[config.mk]
export PLATFORM = sky130hd
export DESIGN_NAME = pp_accumulator_163
export DESIGN_NICKNAME = d
export VERILOG_FILES = /design/src/rtl/pp_accumulator_163.sv
export SDC_FILE = /design/constraint.sdc
export NUM_CORES = 1
export LEC_CHECK = 0
export CELL_PAD_IN_SITES_DETAIL_PLACEMENT = 1
export CELL_PAD_IN_SITES_GLOBAL_PLACEMENT = 2
export CORE_MARGIN = 2
export CORE_UTILIZATION = 30
export CTS_BUF_LIST = sky130_fd_sc_hd__clkbuf_8 sky130_fd_sc_hd__clkbuf_16
export CTS_CLUSTER_SIZE = 10
export DETAILED_ROUTE_END_ITERATION = 12
export PLACE_DENSITY = 0.89
export REMOVE_ABC_BUFFERS = 1
export SLEW_MARGIN = 5
export SYNTH_ARGS = -nofsm -noshare
export SYNTH_HDL_FRONTEND = slang
export SYNTH_SLANG_ARGS = --single-unit
export TNS_END_PERCENT = 20
[constraint.sdc]
create_clock -name clk -period 4.8 [get_ports clk]
set_clock_uncertainty 0.05 [all_clocks]
set_input_delay 1.2 -clock clk [delete_from_list [all_inputs] [get_ports clk]]
set_output_delay 1.2 -clock clk [all_outputs]
set_load 0.005 [all_outputs]
[src/rtl/pp_accumulator_163.sv]
// pp_accumulator_163: accumulates shifted carry-less 11x11 partial products into
// a 329-bit product, optionally folding it modulo x^163+x^7+x^6+x^3+1.
// Build option: define GF163_REDUCE_EN to enable the two-fold reduction and a
// 163-bit result; otherwise the raw 329-bit product is presented.
module pp_accumulator_163 #(
    parameter int unsigned WORD   = 11,
    parameter int unsigned NSHIFT = 29,
    localparam int unsigned PP_W    = 2 * WORD - 1,
    localparam int unsigned SHIFT_W = $clog2(NSHIFT),
    localparam int unsigned ACC_W   = WORD * (NSHIFT - 1) + PP_W,
`ifdef GF163_REDUCE_EN
    localparam int unsigned RES_W   = 163
`else
    localparam int unsigned RES_W   = ACC_W
`endif
) (
    input  logic               clk,
    input  logic               rst_n,
    input  logic               start,
    input  logic               pp_valid,
    input  logic [PP_W-1:0]    pp_in,
    input  logic [SHIFT_W-1:0] pp_shift,
    input  logic               pp_last,
    output logic               pp_ready,
    output logic               res_valid,
    input  logic               res_ready,
    output logic [RES_W-1:0]   res_data,
    output logic               shift_err
);

    typedef enum logic [2:0] {
        IDLE = 3'd0,
        ACC  = 3'd1,
        RED1 = 3'd2,
        RED2 = 3'd3,
        DONE = 3'd4
    } state_t;

    state_t             state_q, state_d;
    logic [ACC_W-1:0]   acc_q, acc_d;
    logic               shift_err_q, shift_err_d;

`ifdef GF163_REDUCE_EN
    localparam int unsigned FIELD_W = 163;
    localparam int unsigned HI_W    = ACC_W - FIELD_W;

    logic [HI_W-1:0]  hi;
    logic [ACC_W-1:0] fold;

    // One reduction step: bits at or above x^163 are folded back through x^7+x^6+x^3+1.
    always_comb begin
        hi   = acc_q[ACC_W-1:FIELD_W];
        fold = ACC_W'(acc_q[FIELD_W-1:0]) ^ ACC_W'(hi) ^ (ACC_W'(hi) << 3)
             ^ (ACC_W'(hi) << 6) ^ (ACC_W'(hi) << 7);
    end
`endif

    // Accumulator may take a beat only in ACC and never while a restart is requested.
    assign pp_ready  = (state_q == ACC) && !start;
    assign res_valid = (state_q == DONE);
    assign res_data  = acc_q[RES_W-1:0];
    assign shift_err = shift_err_q;

    // Next-state, accumulator and error-flag update.
    always_comb begin
        state_d     = state_q;
        acc_d       = acc_q;
        shift_err_d = shift_err_q;
        case (state_q)
            IDLE: begin
                if (start) begin
                    state_d     = ACC;
                    acc_d       = '0;
                    shift_err_d = 1'b0;
                end
            end
            ACC: begin
                if (start) begin
                    acc_d       = '0;
                    shift_err_d = 1'b0;
                end else if (pp_valid) begin
                    if (pp_shift >= SHIFT_W'(NSHIFT)) begin
                        shift_err_d = 1'b1;
                    end else begin
                        acc_d = acc_q ^ (ACC_W'(pp_in) << (WORD * 32'(pp_shift)));
                    end
                    if (pp_last) begin
`ifdef GF163_REDUCE_EN
                        state_d = RED1;
`else
                        state_d = DONE;
`endif
                    end
                end
            end
`ifdef GF163_REDUCE_EN
            RED1: begin
                acc_d   = fold;
                state_d = RED2;
            end
            RED2: begin
                acc_d   = fold;
                state_d = DONE;
            end
`endif
            DONE: begin
                if (start) begin
                    state_d     = ACC;
                    acc_d       = '0;
                    shift_err_d = 1'b0;
                end else if (res_ready) begin
                    state_d = IDLE;
                end
            end
            default: state_d = IDLE;
        endcase
    end

    // State and datapath registers with synchronous active-low reset.
    always_ff @(posedge clk) begin
        if (!rst_n) begin
            state_q     <= IDLE;
            acc_q       <= '0;
            shift_err_q <= 1'b0;
        end else begin
            state_q     <= state_d;
            acc_q       <= acc_d;
            shift_err_q <= shift_err_d;
        end
    end

endmodule

== After elaboration in Yosys (flattened, before gate mapping) ==
Cells that the tools add are included.
Word-level totals
  word-level logic and storage cells: 43
  register bits: 333
  input port bits: 32
  output and inout bits: 332
Cells by class
  multiplexer cells: 17
  $lt $le $gt $ge: 1
  shift operators: 1
  multipliers: 1
  eq/ne operators: 11
  reductions and logical operators: 8
  bitwise gates (word level): 1
Operators by type and width (count)
  $mux 329: 4
  $pmux 329 s2: 1
  $shl 21x9->329: 1
  $xor 329x329->329: 1
  $mux 3: 6
  $mul 4x5->9 const A: 1
  $pmux 3 s3: 1
  $ne 2x2->1 const B: 4
  $reduce_and 4->1: 2
  $ne 3x2->1 const B: 2
  $ne 3x3->1 const B: 2
  $ge 5x5->1 const B: 1
  $reduce_and 5->1: 1
  $mux 1: 4
  $eq 3x1->1 const B: 1
  $eq 3x3->1 const B: 1
  $logic_not 3->1: 1
  $ne 2x1->1 const B: 1
  $pmux 1 s2: 1
  $reduce_bool 2->1: 1
  $reduce_or 2->1: 1
  $logic_and 1x1->1: 1
  $logic_not 1->1: 1

== Depth between registers and ports, before layout ==
  depth after elaboration: 7
  gate-level depth with buffers: 16
  mapped depth without buffers: 13

== Worst setup path after synthesis ==
OpenSTA, ideal clock, no wires.
  path type: input port to flip-flop
  start: in pp_shift[1]
  end: reg acc_q[188], in the netlist res_data[188]
  library setup time: 0.128 ns
  slack: 0.337 ns
  required time: 4.622 ns
  arrival time: 4.285 ns
  cell stages on the path: 14
  buffers on the path: 1
  cells stage by stage: inv_1 -> ha_1 -> inv_1 -> ha_1 -> inv_1 -> fa_1 -> buf_2 -> mux2_2 -> a221oi_1 -> o21ai_0 -> a31oi_1 -> nor3_1 -> xnor2_1 -> nor2_1
On the way
  word-level cells in the longest chain between the ends: 7
  elaborated cells on any way between the ends: 10
  those cells by class: 1 x mul; 1 x order compare; 1 x eq/ne; 1 x shift; 4 x mux; 1 x bitwise; 1 x reduce/logical
Ends and longest elaborated chain
  from (decl): line 22  | input logic [SHIFT_W-1:0] pp_shift,
  $mul 4x5->9: line 85  | acc_d = acc_q ^ (ACC_W'(pp_in) << (WORD * 32'(pp_shift)));
  $shl 21x9->329: line 85
  $xor 329x329->329: line 85
  $mux 329: line 82  | if (pp_shift >= SHIFT_W'(NSHIFT)) begin
  $mux 329: line 81  | end else if (pp_valid) begin
  $mux 329: line 78  | if (start) begin
  $pmux 329 s2: line 69  | case (state_q)
  to (signal assigned): line 123  | acc_q <= '0;
  to (signal assigned): line 127  | acc_q <= acc_d;
  to (decl): line 40  | logic [ACC_W-1:0] acc_q, acc_d;
Parallel ways exist; a longest one is shown, timed or not. The select of a mux whose other input is x is not followed.
A chain may end at the register's enable or synchronous reset.

== Final worst setup path ==
  start: in pp_shift[1]
  end: reg acc_q[105], in the netlist res_data[105]
Same word-level chain as after synthesis.

==> reports/qor.yml <==
floorplanning:
  start_util: 0.303
  die_w_um: 240
  die-area_um2: 57500
  core_region_area_um2: 55000
  die_y_um: 240
  placementRows: 86
  io_pins: 364
worst_setup_path:
  crit_top_cell: "buf_4"
  max_stage_delay_ns: 0.51
  worstPathArrival_ns: 5.03
  cpMaxStageDelayCell: "or3_2"
  crit_type: "in2reg"
  worst-path-max-fanout: 6
  worstSetupStartpointType: "primary input"
  cp.required_ns: 5.18
  worstPathCellList: "clkdlybuf4s50_1 -> buf_4 -> ha_1 -> fa_1 -> ha_1 -> a211o_1 -> and4_1 -> or3_2 -> buf_12 -> nor4_4 -> buf_4 -> buf_4 -> nand2_1 -> xor2_1 -> nor2_1"
  endpoint_kind: "flip-flop"
  critPathTopFamily: "simple AND/OR/NAND/NOR gates"
  cp.buffers_inverters: 5
clocking:
  clk-insertion-delay-late_ns: 0.55
  cts_sinks: 332
  clkSlewWorstSetupHoldPaths_ns: 0.05
  cts_root_buffer: "clkbuf_16"
  cts_buffer_depth: 3
  numCtsBuffers: 42
  cts_tree: "built"
  hold_buffers: 0
  cts-htree-levels: 2
grt:
  grt_max_degree: 88
  grt_usage: 0.251
  grt_pass1_vias: 17800
  grt_pass1_wl_um: 110000
  antenna_found_initial: 12
  grt-ovfl-total: 0
synth:
  synth_edf_count: 0
  synth_top_area_frac: 0.399
  ys_warn_count: 0
  synth_seq_cells: 332
  async_reset_ff_frac: 0
  syn_inst: 1916
  synth_area_leader_cell: "dfxtp_1"
  syn-cell-area_um2: 16700
  synthTopCellsByArea: "dfxtp_1, xnor2_1, nor2_1"
  synth-main-ff-cell: "dfxtp_1"
  seq_area_frac_synth: 0.399
  synthDistinctLibCells: 75
  avgSynthCellArea_um2: 8.70
flow_run:
  max_cap_violations: 0
layout:
  finalInstanceArea_um2: 24400
  drive_gt1_frac: 0.157
  area_growth_pct: 46.6
  fillers: 6290
  layout_common_cells: "clkdlybuf4s50_1, nor2_1, dfxtp_1, buf_4, xnor2_1"
  multi_input_area_um2: 9570
  regArea_um2: 6650
  finalNetCount: 2474
  final_common_cell: "clkdlybuf4s50_1"
  postLayoutCoreUtil: 0.445
route:
  avgViaCountPerCell: 5.22
  drt-met1-wl_um: 29800
  firstDrtPassIters: 5
  wl_met2_um: 35500
  ant_nets: 0
  vias: 16700
  routed_wl_um: 73000
  drt_iter0_drc: 842
  routed-wl-met3_um: 5530
  remaining_drc_errors: 0
  top_layer: "met5"
  post_drt_wl_per_cell_um: 22.8
timing:
  period_share: 0.969
  slew_viol_final: 0
  finalHoldViolCount: 0
  rsz0062_at_grt: "false"
  slew_headroom: 0.347
  clock.fmax_mhz: 215
  setup_violations: 0
  fin_crit_ns: 4.65
  tns_ns: 0
  worstMarginPinSlew_ns: 0.972
pwr:
  ir_worst_vdd_uv: 258
  power_leakage_uw: 0.00848
  power_density_nw_per_um2: 401
placement:
  port_buffers: 363
  place_congestion: 0.873
  place_area_um2: 23100
  hpwl_um: 55000
hold_path:
  hp-class: "reg2reg"
run_status:
  status: "finished, final reports clean"
==> where the power goes <==
| part | switching (uW) | internal (uW) |
|---|---|---|
| Sequential | 59.2 | 2830 |
| Clock | 1220 | 1830 |
| Combinational | 2340 | 1520 |
| Total | 3620 | 6180 |
==> worst min-delay path, cell delays in order (launching register included) <==
cell and delay (ns):
dfxtp_1 0.32, nand2_1 0.06, mux2i_1 0.05
==> synth_stat cells (4+ instances only) <==
cell type / instances
nor2_1: 338
dfxtp_1: 332
xnor2_1: 161
xor2_1: 143
nor3_1: 123
clkbuf_1: 107
nand3_1: 90
nand2_1: 86
a21oi_1: 72
mux2i_1: 41
o21ai_0: 37
a32oi_1: 25
nand4_1: 24
mux4_2: 23
buf_2: 22
nor4_1: 21
o32ai_1: 21
inv_1: 18
mux2_2: 17
or3_1: 17
ha_1: 16
nand2b_1: 14
o211ai_1: 13
a22oi_1: 11
a31oi_1: 9
and2_1: 9
buf_1: 9
o221ai_1: 9
nor2b_1: 8
o2111ai_1: 8
a22o_1: 6
o22ai_1: 6
a2111oi_1: 5
a21o_1: 5
nor3b_1: 5
or4_1: 5
a221oi_1: 4
==> stage by stage <==
| step | power [uW] | setup WS, ns | hold slack (ns) | std cells |
|---|---|---|---|---|
| after global routing | 10200 | 0.00369 | 0.452 | 3195 |
| after detailed placement | 6730 | -0.633 | 0.421 | 3126 |
| after global placement | 6670 | -0.592 | 0.411 | 3126 |
| after floorplan | 4560 | -3.32 | 0.410 | 1774 |
| after CTS | 9820 | 0.0143 | 0.433 | 3191 |
| final | 9800 | 0.151 | 0.429 | 3198 |
==> per-layer routing <==
metal,global-route usage,vias up
met3,0.0749,142
met2,0.431,510
li1,-,7689
met5,0,-
met1,0.297,8345
met4,0.0811,14
==> what timing repair did <==
| action | in CTS | in global routing |
|---|---|---|
| setup endpoints to repair | 2 | 97 |
| buffers inserted | 0 | 2 |
| pin swaps | 1 | 3 |
| resized for setup | 0 | 11 |
| endpoints found under the hold margin | 0 | 0 |
==> registers in the layout, indices dropped and copies added, names as in the netlist <==
signal,cells
res_data,329
state_q,2
shift_err,1
==> path summary, 6_finish.rpt <==
kind / start / depth (start not counted) / endpoint / slack [ns]
worst min register to register: res_data[273] / 2 / res_data[273] / 0.43
worst min-delay path: res_data[273] / 2 / res_data[273] / 0.43
worst max register to register: state_q[0] / 8 / res_data[283] / 2.22
worst max-delay path: pp_shift[1] / 15 / res_data[105] / 0.15
==> layout make-up <==
cell class	instances	share of cell area
Multi-Input combinational cell	1423	0.392
Sequential cell	332	0.272
Timing Repair Buffer	606	0.242
Clock buffer	49	0.0483
Tap cell	748	0.0383
Clock inverter	16	0.00486
Inverter	19	0.00292
Antenna cell	5	0.000512
==> cell families after synthesis <==
group,share of synthesized area
AO/OA/AOI/OAI,0.112
XOR/XNOR,0.160
adder cells (fa/ha/maj),0.0144
buffers and inverters,0.0398
flip-flops,0.399
multiplexers,0.0680
AND/OR/NAND/NOR,0.207
Note: power is estimated with default switching activity, not from simulation.
